**config.mk**
```make
export PLATFORM = sky130hd
export DESIGN_NAME = mux_bit_deserializer
export DESIGN_NICKNAME = d
export VERILOG_FILES = /design/src/rtl/mux_bit_deserializer.sv
export SDC_FILE = /design/constraint.sdc
export NUM_CORES = 1
export LEC_CHECK = 0
export CAP_MARGIN = 20
export CORE_ASPECT_RATIO = 0.5
export CORE_MARGIN = 2
export CORE_UTILIZATION = 45
export CTS_CLUSTER_SIZE = 28
export DETAILED_ROUTE_END_ITERATION = 16
export PLACE_DENSITY = 0.76
export SYNTH_ARGS = -nofsm -noshare
export SYNTH_HDL_FRONTEND = slang
export SYNTH_SLANG_ARGS = --single-unit
export TNS_END_PERCENT = 1
```
**constraint.sdc**
```tcl
create_clock -name clk -period 2.9 [get_ports clk]
set_clock_uncertainty 0.2 [all_clocks]
set_input_delay 0.87 -clock clk [delete_from_list [all_inputs] [get_ports clk]]
set_output_delay 0.87 -clock clk [all_outputs]
set_load 0.02 [all_outputs]
```
**src/rtl/mux_bit_deserializer.sv**
```systemverilog
// mux_bit_deserializer
// Packs the serial output of the 2:1 select mux (Y_in, qualified by Y_valid)
// into WIDTH-bit words and presents them on a valid/ready port. Storage is a
// one-word output register plus one pending word. Bits arriving while both
// are occupied are dropped and flagged in a sticky overflow bit.
//
// Output handshake: word_out/word_valid form a valid/ready source. A word is
// consumed on a rising edge where word_valid=1 and word_ready=1. While
// word_valid=1 and word_ready=0, word_out is held stable. word_valid falls
// only on a consume edge that does not load a new word.
//
// dbg_state exposes the FSM state (0 = SHIFT, 1 = PEND) for observation.
module mux_bit_deserializer #(
  parameter int WIDTH     = 8,
  parameter bit MSB_FIRST = 1'b1
) (
  input  logic                     clk,
  input  logic                     rst,
  input  logic                     Y_in,
  input  logic                     Y_valid,
  input  logic                     word_ready,
  input  logic                     ovf_clr,
  output logic [WIDTH-1:0]         word_out,
  output logic                     word_valid,
  output logic                     overflow,
  output logic [$clog2(WIDTH)-1:0] bit_count,
  output logic                     dbg_state
);

  localparam int CW = $clog2(WIDTH);
  localparam logic [CW-1:0] LAST_BIT = CW'(WIDTH - 1);

  typedef enum logic {
    ST_SHIFT = 1'b0,
    ST_PEND  = 1'b1
  } state_e;

  state_e           state_q, state_d;
  logic [WIDTH-1:0] shift_q, shift_d;
  logic [WIDTH-1:0] pend_q, pend_d;
  logic [WIDTH-1:0] word_out_q, word_out_d;
  logic             word_valid_q, word_valid_d;
  logic             overflow_q, overflow_d;
  logic [CW-1:0]    bit_count_q, bit_count_d;

  logic             slot_free;
  logic             consume;
  logic             completing;
  logic [WIDTH-1:0] shifted;

  // Handshake qualifiers and the shift register with the new bit inserted.
  // The completing bit is the one that lands when WIDTH-1 bits are already held.
  always_comb begin
    slot_free  = !word_valid_q || word_ready;
    consume    = word_valid_q && word_ready;
    completing = (bit_count_q == LAST_BIT);
    if (MSB_FIRST) begin
      shifted = {shift_q[WIDTH-2:0], Y_in};
    end else begin
      shifted = {Y_in, shift_q[WIDTH-1:1]};
    end
  end

  // State register.
  always_ff @(posedge clk or posedge rst) begin
    if (rst) begin
      state_q <= ST_SHIFT;
    end else begin
      state_q <= state_d;
    end
  end

  // Next state: park in PEND when a word completes with the output slot busy;
  // leave PEND as soon as the output word is consumed.
  always_comb begin
    state_d = state_q;
    case (state_q)
      ST_SHIFT: begin
        if (Y_valid && completing && !slot_free) begin
          state_d = ST_PEND;
        end
      end
      ST_PEND: begin
        if (consume) begin
          state_d = ST_SHIFT;
        end
      end
      default: state_d = ST_SHIFT;
    endcase
  end

  // Datapath next values: accept/pack bits in SHIFT, drop them in PEND,
  // move completed words into the output or pending register.
  always_comb begin
    shift_d      = shift_q;
    pend_d       = pend_q;
    word_out_d   = word_out_q;
    word_valid_d = word_valid_q;
    bit_count_d  = bit_count_q;
    overflow_d   = overflow_q;
    if (ovf_clr) begin
      overflow_d = 1'b0;
    end
    case (state_q)
      ST_SHIFT: begin
        if (consume) begin
          word_valid_d = 1'b0;
        end
        if (Y_valid) begin
          if (completing) begin
            bit_count_d = '0;
            shift_d     = '0;
            if (slot_free) begin
              word_out_d   = shifted;
              word_valid_d = 1'b1;
            end else begin
              pend_d = shifted;
            end
          end else begin
            shift_d     = shifted;
            bit_count_d = bit_count_q + 1'b1;
          end
        end
      end
      ST_PEND: begin
        // A drop wins over a same-edge clear.
        if (Y_valid) begin
          overflow_d = 1'b1;
        end
        if (consume) begin
          word_out_d   = pend_q;
          word_valid_d = 1'b1;
        end
      end
      default: ;
    endcase
  end

  // Datapath registers; reset discards any partial word immediately.
  always_ff @(posedge clk or posedge rst) begin
    if (rst) begin
      shift_q      <= '0;
      pend_q       <= '0;
      word_out_q   <= '0;
      word_valid_q <= 1'b0;
      bit_count_q  <= '0;
      overflow_q   <= 1'b0;
    end else begin
      shift_q      <= shift_d;
      pend_q       <= pend_d;
      word_out_q   <= word_out_d;
      word_valid_q <= word_valid_d;
      bit_count_q  <= bit_count_d;
      overflow_q   <= overflow_d;
    end
  end

  // Output drive.
  always_comb begin
    word_out   = word_out_q;
    word_valid = word_valid_q;
    overflow   = overflow_q;
    bit_count  = bit_count_q;
    dbg_state  = state_q;
  end

endmodule

```
# Word level (Yosys, flattened, before mapping)
# Cells that the tools add are included.
[classes]
n_mux = 19
bitwise = 2
n_eq_ne = 5
reduce_logical = 9
addsub = 1
[op_table]
columns = ["operator", "count"]
rows = [
  ["8-bit 2-to-1 mux", 4],
  ["8-bit case mux with 2 select lines", 1],
  ["1-bit 2-to-1 mux", 10],
  ["4-bit AND reduction", 2],
  ["7-bit 2-to-1 mux", 1],
  ["2-bit != test (second input constant)", 3],
  ["1-bit case mux with 2 select lines", 2],
  ["3-bit by 1-bit adder with 3-bit output (second input constant)", 1],
  ["3-bit equality test (second input constant)", 1],
  ["1-bit logical AND", 3],
  ["3-bit 2-to-1 mux", 1],
  ["1-bit zero test", 2],
  ["2-bit by 1-bit != test with 1-bit output (second input constant)", 1],
  ["1-bit NOT", 2],
  ["2-bit AND reduction", 1],
  ["1-bit logical OR", 1],
]
[totals]
inputBits = 6
regBits = 29
elab_cells = 43

# Depth between registers and ports, before layout
# Gate-level depths: netlist (run 1).
[depth]
ltp_word = 6
ltp_mapped = 5

# Worst setup path before layout (run 1)
# OpenSTA, ideal clock, no wires.
[synth_timing]
path_type = "input -> register"
start = "input port word_ready"
end = "register pend_q[0]"
arrival_time_ns = 1.716
stages = 4
setup_time_ns = 0.125
n_path_buf = 1
slack_ns = 0.859
path_cell_list = "nor2b_1 > and3_1 > buf_4 > mux2_2"
[synth_between]
elab_chain_cells = 3
[synth_rtl]
columns = ["item", "line", "source"]
rows = [
  ["from (decl)", "21", "input logic word_ready,"],
  ["1-bit logical OR", "54", "slot_free = !word_valid_q || word_ready;"],
  ["1-bit NOT (no source line)", "--", ""],
  ["4-bit AND reduction (no source line)", "--", ""],
  ["to (signal assigned)", "150", "pend_q <= pend_d;"],
  ["to (decl)", "40", "logic [WIDTH-1:0] pend_q, pend_d;"],
]
# No other way between the ends.
# A chain may end at the register's enable or synchronous reset.

# Worst setup path in the final report (run 1)
[layout_timing]
start = "register bit_count_q[2] (netlist: bit_count[2])"
end = "output port bit_count[2]"
[layout_lines]
columns = ["item", "line", "source"]
rows = [
  ["from (decl)", "44", "logic [CW-1:0] bit_count_q, bit_count_d;"],
  ["from (signal assigned)", "153", "bit_count_q <= bit_count_d;"],
  ["to (decl)", "26", "output logic [$clog2(WIDTH)-1:0] bit_count,"],
]
# No word-level cell between the ends.

==> key figures, run 1 <==
CTS
  • Root Buffer: clkbuf_8
  • Post-CTS setup buffer count: 0
  • TritonCTS buffer count: 5
  • Sink Count: 29
  • CTS Buffer Depth: 2
  • H-tree depth: 2
  • CTS tree: done
  • Clk slew on worst S/H paths: 0.06 ns
  • Clk_lat worst skew: 0.28 ns
  • Hold_buf cts: 0
  • # resized after CTS: 0

STA
  • Post-route setup TNS: 0 ns
  • Crit path time final: 2.38 ns
  • Part of the cycle the worst path needs: 0.821
  • Max-slew headroom: 0.585
  • Max-slew violation count: 0
  • FMAX: 0.420 GHz
  • Worst hold slack: 0.296 ns
  • Unrepaired setup endpoints after global routing: no
  • Hold violation total from the final report: 0
  • Final setup fails: 0
  • Worst Tran Pin Value: 0.622 ns

Worst setup path
  • Crit path cell chain: clkdlybuf4s50_1
  • Setup crit end kind: output pin
  • Worst EP required: 1.83 ns
  • Crit path max-delay cell type: clkdlybuf4s50_1
  • Bufs and invs on worst path: 1
  • CP delay by family, top: buffers and inverters
  • Crit start category: register
  • Crit-path max cell delay: 0.63 ns
  • Crit Path Class: reg2out
  • Max FO, Critical Path: 4
  • Crit path DAT: 1.31 ns

Power and ir drop
  • Sequential share of power: 0.416
  • Clock share of power: 0.236
  • PwrDens: 849 nW/um^2
  • Switching portion of total power: 0.319
  • Worst vdd ir: 0.332 mV
  • Pleak: 0.786 nW
  • Comb power frac: 0.348
  • P_int: 0.953 mW
  • Switching Power: 0.447 mW

Routing
  • Via density per instance: 5.01
  • 1st-iter DRT viols: 40
  • TritonRoute pass-1 iters: 4
  • # DRC: 0
  • Post-route ant nets: 0
  • DR vias: 846
  • Routed WL: 2.39 mm
  • WL per Instance: 14.1 microns

GRT
  • Largest net degree at the start of global routing: 30
  • Initial antenna violation count: 0
  • Tot GR Track Use: 0.169
  • First-pass GRT wire length: 4.02 mm
  • Vias in the first global route: 831
  • Total gr overflow: 0

Synth
  • Yosys top cell by area: dfrtp_1
  • Syn Inst Count: 104
  • Part of the Yosys area used for sequential elements: 0.563
  • Synth Area per Inst: 12.4 sq um
  • Yosys warns: 0
  • Synthesized net count: 113
  • Top-area cell type share of the netlist area: 0.563
  • Synthesized area: 1290 sq um
  • Post-synthesis register bit count: 29
  • Netlist cell types: 18
  • Top cells by area, synth: dfrtp_1, mux2_2, nand2_1

Floorplan
  • Core Box Area: 2650 sq um
  • Die Width: 79.7 microns
  • Site row count: 13
  • Die Ht: 41.9 microns
  • Starting Density: 0.487
  • I/O pins: 20
  • Die area: 3340 sq um

Layout
  • Share of layout cells above drive strength 1: 0.258
  • Final cell count without fillers: 169
  • Area grow syn2layout: 27.8%
  • Diodes inserted: 0
  • Layout Nets: 141

Placement
  • Port Buf Inserts: 19
  • Routability cong.: 0.724
  • Hpwl dp: 1.63 mm
  • DP Cell Count: 162

Outcome
  • Run status: completed

Min path
  • Worst min path class: reg2reg

Run
  • # Max-Cap Violations: 0
[layer usage]
layer  part of all wire  vias to the layer above  global-route usage  wire length [microns]
met5                  0                        -                   0                      0
met2               0.45                       15               0.227                   1080
met4              0.015                        0              0.0828                     36
li1                   -                      412                   -                      -
met3              0.041                        5              0.0652                     97
met1               0.49                      414               0.238                   1180
[cell usage in the layout, fill, tap and decap left out, drive strengths merged, types with 2 or more instances in the layout]
master          n
buf             6
clkbuf          7
nand2b          9
ha              3
mux2           24
dfrtp          29
nor3            2
clkdlybuf4s50  19
nand2          15
inv             2
o21ai           8
a21o            2
nor2b           3
[state kept, by name (all words and copies together), names as in the netlist]
signal and cells:
pend_q 8, bit_count 3, word_out 8, word_valid 1, dbg_state 1, overflow 1, shift_q 7
[cell families after synthesis]
family                   count (synthesis)  share of synthesized area
AND/OR/NAND/NOR                         30                      0.123
flip-flops                              29                      0.563
multiplexers                            24                      0.210
AO/OA/AOI/OAI                           12                     0.0533
buffers and inverters                    6                     0.0223
adder cells (fa/ha/maj)                  3                     0.0291
[cell usage after synthesis]
library cell / instances
dfrtp_1: 29
mux2_1: 3
buf_4: 1
nand2b_1: 9
nand2_1: 15
ha_1: 3
nor2b_1: 3
a21o_1: 2
a21oi_1: 1
nor3_1: 1
mux2_2: 21
clkbuf_1: 1
nor3_4: 1
o21ai_0: 8
and3_1: 1
a22o_1: 1
inv_1: 2
buf_2: 2
[final cells by class]
type / count / area (sq um)
Clock buffer: 7 / 86.3
Fill cell: 204 / 1000
Inverter: 2 / 7.51
Multi-Input combinational cell: 69 / 536
Sequential cell: 29 / 726
Tap cell: 37 / 46.3
Timing Repair Buffer: 25 / 248
[power groups by stage]
stage                     logic (mW)  clock network (mW)  registers (mW)
after floorplan                0.196                   0           0.664
after global placement         0.479                   0           0.581
after detailed placement       0.488                   0           0.589
after CTS                      0.493               0.337           0.584
after global routing           0.528               0.354           0.601
final                          0.487               0.331           0.583
[final timing paths]
kind	from	endpoint	slack [ns]	cells after the start
hold / removal	pend_q[2]$_DFFE_PP0P_	pend_q[2]$_DFFE_PP0P_	0.30	1
min in group asynchronous	rst	pend_q[7]$_DFFE_PP0P_	0.76	3
setup reg to reg	bit_count[0]$_DFFE_PP0P_	word_out[3]$_DFFE_PP0P_	0.79	6
max in group asynchronous	rst	dbg_state$_DFF_PP0_	1.47	3
setup / recovery	bit_count[2]$_DFFE_PP0P_	bit_count[2]	0.52	1
hold reg to reg	pend_q[2]$_DFFE_PP0P_	pend_q[2]$_DFFE_PP0P_	0.30	1
[through the flow]
stage	area (sq um)	setup WS [ns]	utilization	total power, mW
after floorplan	1290	0.859	-	0.860
after global placement	1560	0.334	0.589	1.06
after detailed placement	1560	0.289	0.589	1.08
after CTS	1650	0.514	0.622	1.41
after global routing	1650	0.461	0.622	1.48
final	1650	0.518	0.622	1.40
No activity file was read; power rests on OpenSTA's default activity.
==> run 2: changes to the inputs <==
- clock period: 2.9 -> 2.4 ns (I/O delays scaled with it)
==> run 2 against run 1 <==
  * Final cell count rose by 1.8%
  * Sequential share of layout area down 0.067 points
  * Combinational power up 21%
  * Die area unchanged
  * Utilization is 0.094 points higher
  * Sequential cell count unchanged
  * Critical path type unchanged
  * Sequential power is 20% higher
  * Routed wire length is 5.5% lower
  * Highest routed layer unchanged
  * Largest power group unchanged
==> key figures, run 2 (synthesized netlist as in run 1, its figures left out) <==
Outcome
  • Run status: completed (unchanged)

Run
  • # Max-Cap Violations: 0 (unchanged)

CTS
  • CTS Buffer Depth: 2 (unchanged)
  • Hold_buf cts: 0 (unchanged)
  • Clk slew on worst S/H paths: 0.06 ns (about the same)
  • TritonCTS buffer count: 5 (unchanged)
  • Sink Count: 29 (unchanged)
  • Root Buffer: clkbuf_8 (unchanged)
  • CTS tree: done (unchanged)
  • Post-CTS setup buffer count: 0 (unchanged)
  • Clk_lat worst skew: 0.28 ns (about the same)
  • H-tree depth: 2 (unchanged)
  • # resized after CTS: 0 (unchanged)

Worst setup path
  • Crit-path max cell delay: 0.63 ns (about the same)
  • Cells on worst reg2reg path: 6 (unchanged)
  • Max FO, Critical Path: 4 (unchanged)
  • Crit path launch: bit_count[2]$_DFFE_PP0P_ (unchanged)
  • Bufs and invs on worst path: 1 (unchanged)
  • Crit Path Class: reg2out (unchanged)
  • Crit path max-delay cell type: clkdlybuf4s50_1 (unchanged)
  • Crit path DAT: 1.32 ns (was 1.31 ns)
  • R2R Path Start: bit_count[0]$_DFFE_PP0P_ (unchanged)
  • CP delay by family, top: buffers and inverters (unchanged)
  • FF-to-FF End: word_out[0]$_DFFE_PP0P_ (was word_out[3]$_DFFE_PP0P_)
  • Critical Path End: bit_count[2] (unchanged)
  • Reg-to-reg slack, setup: 0.36 ns (was 0.79 ns)
  • Crit start category: register (unchanged)
  • Setup crit end kind: output pin (unchanged)
  • Worst EP required: 1.48 ns (was 1.83 ns)
  • Levels on crit path: 1 (unchanged)
  • Crit path cell chain: clkdlybuf4s50_1 (unchanged)

Layout
  • Diodes inserted: 0 (unchanged)
  • Layout Nets: 143 (was 141)
  • Commonest non-fill, non-tap cell in the layout: dfrtp_1 (unchanged)
  • Most frequent cells in the layout: dfrtp_1, mux2_2, clkdlybuf4s50_1 (unchanged)
  • Share of layout cells above drive strength 1: 0.281 (was 0.258)
  • Area grow syn2layout: 28.0% (was 27.8%)
  • FILL cells: 207 (was 204)

GRT
  • Tot GR Track Use: 0.168 (was 0.169)
  • First-pass GRT wire length: 4.14 mm (was 4.02 mm)
  • Vias in the first global route: 881 (was 831)
  • Largest net degree at the start of global routing: 30 (unchanged)
  • Initial antenna violation count: 0 (unchanged)
  • Total gr overflow: 0 (unchanged)

Placement
  • Port Buf Inserts: 19 (unchanged)
  • Hpwl dp: 1.52 mm (was 1.63 mm)
  • Routability cong.: 0.707 (was 0.724)
  • Dpl ws: -0.0338 ns (was 0.289 ns)

Power and ir drop
  • PwrDens: 1020 nW/um^2 (was 849 nW/um^2)
  • Pwr Total: 1.68 mW (was 1.40 mW)
  • Worst vdd ir: 0.514 mV (was 0.332 mV)
  • Pleak: 0.792 nW (was 0.786 nW)

Routing
  • Via density per instance: 4.74 (was 5.01)
  • DR vias: 815 (was 846)
  • TritonRoute pass-1 iters: 4 (unchanged)
  • 1st-iter DRT viols: 54 (was 40)
  • Post-route ant nets: 0 (unchanged)
  • Routed WL: 2.26 mm (was 2.39 mm)
  • WL per Instance: 13.1 microns (was 14.1 microns)
  • # DRC: 0 (unchanged)

STA
  • Worst Tran Pin Value: 0.360 ns (was 0.622 ns)
  • Final setup fails: 0 (unchanged)
  • FMAX: 0.447 GHz
  • Part of the cycle the worst path needs: 0.932
  • Min setup slack post-route: 0.162 ns (was 0.518 ns)
  • Hold violation total from the final report: 0 (unchanged)
  • Crit path time final: 2.24 ns
  • Unrepaired setup endpoints after global routing: no (unchanged)
  • Max-slew violation count: 0 (unchanged)
  • Max-slew headroom: 0.760 (was 0.585)

Min path
  • Worst min path class: reg2reg (unchanged)
  • Hold depth: 1 (unchanged)

Floorplan
  • I/O pins: 20 (unchanged)
  • Site row count: 13 (unchanged)
  • Starting Density: 0.487 (unchanged)
  • Die area: 3340 sq um (unchanged)
  • Die Ht: 41.9 microns (unchanged)
  • Core Box Area: 2650 sq um (unchanged)
  • Die Width: 79.7 microns (unchanged)
## run 2: how the worst min path moves through the flow
stage | start | slack [ns] | endpoint
global placement | pend_q[2]$_DFFE_PP0P_ | 0.27 | pend_q[2]$_DFFE_PP0P_
floorplan | pend_q[2]$_DFFE_PP0P_ | 0.25 | pend_q[2]$_DFFE_PP0P_
global route | word_out[1]$_DFFE_PP0P_ | 0.32 | word_out[1]$_DFFE_PP0P_
CTS | word_out[6]$_DFFE_PP0P_ | 0.29 | word_out[6]$_DFFE_PP0P_
finish | word_out[6]$_DFFE_PP0P_ | 0.29 | word_out[6]$_DFFE_PP0P_
detailed placement | word_out[6]$_DFFE_PP0P_ | 0.28 | word_out[6]$_DFFE_PP0P_
## run 2: through the flow
step	utilization	setup TNS [ns]	area [sq um]	hold WS, ns	instances
finish	0.623	0	1650	0.285	172
global route	0.623	0	1650	0.324	172
CTS	0.623	0	1650	0.292	172
detailed placement	0.590	-0.240	1570	0.278	164
global placement	0.590	-0.203	1570	0.271	164
floorplan	-	0	1290	0.252	104
## run 2: per-layer routing
metal  GRT usage  wire [microns]
met1       0.230            1120
met2       0.240            1010
met3      0.0609             109
met4      0.0724              14
met5           0               0
## run 2: layout make-up
cell class                      instances  area (sq um)  area share
Multi-Input combinational cell         69           536       0.324
Inverter                                2          7.51     0.00455
Tap cell                               37          46.3      0.0280
Sequential cell                        29           726       0.439
Clock buffer                            5          68.8      0.0417
Clock inverter                          3          17.5      0.0106
Timing Repair Buffer                   27           250       0.152
## run 2: where the power goes
group | leakage [nW] | total [mW] | switching, mW | internal, mW
clock | 0.0439 | 0.391 | 0.191 | 0.199
sequential | 0.385 | 0.698 | 0.0852 | 0.613
combinational | 0.363 | 0.590 | 0.274 | 0.316
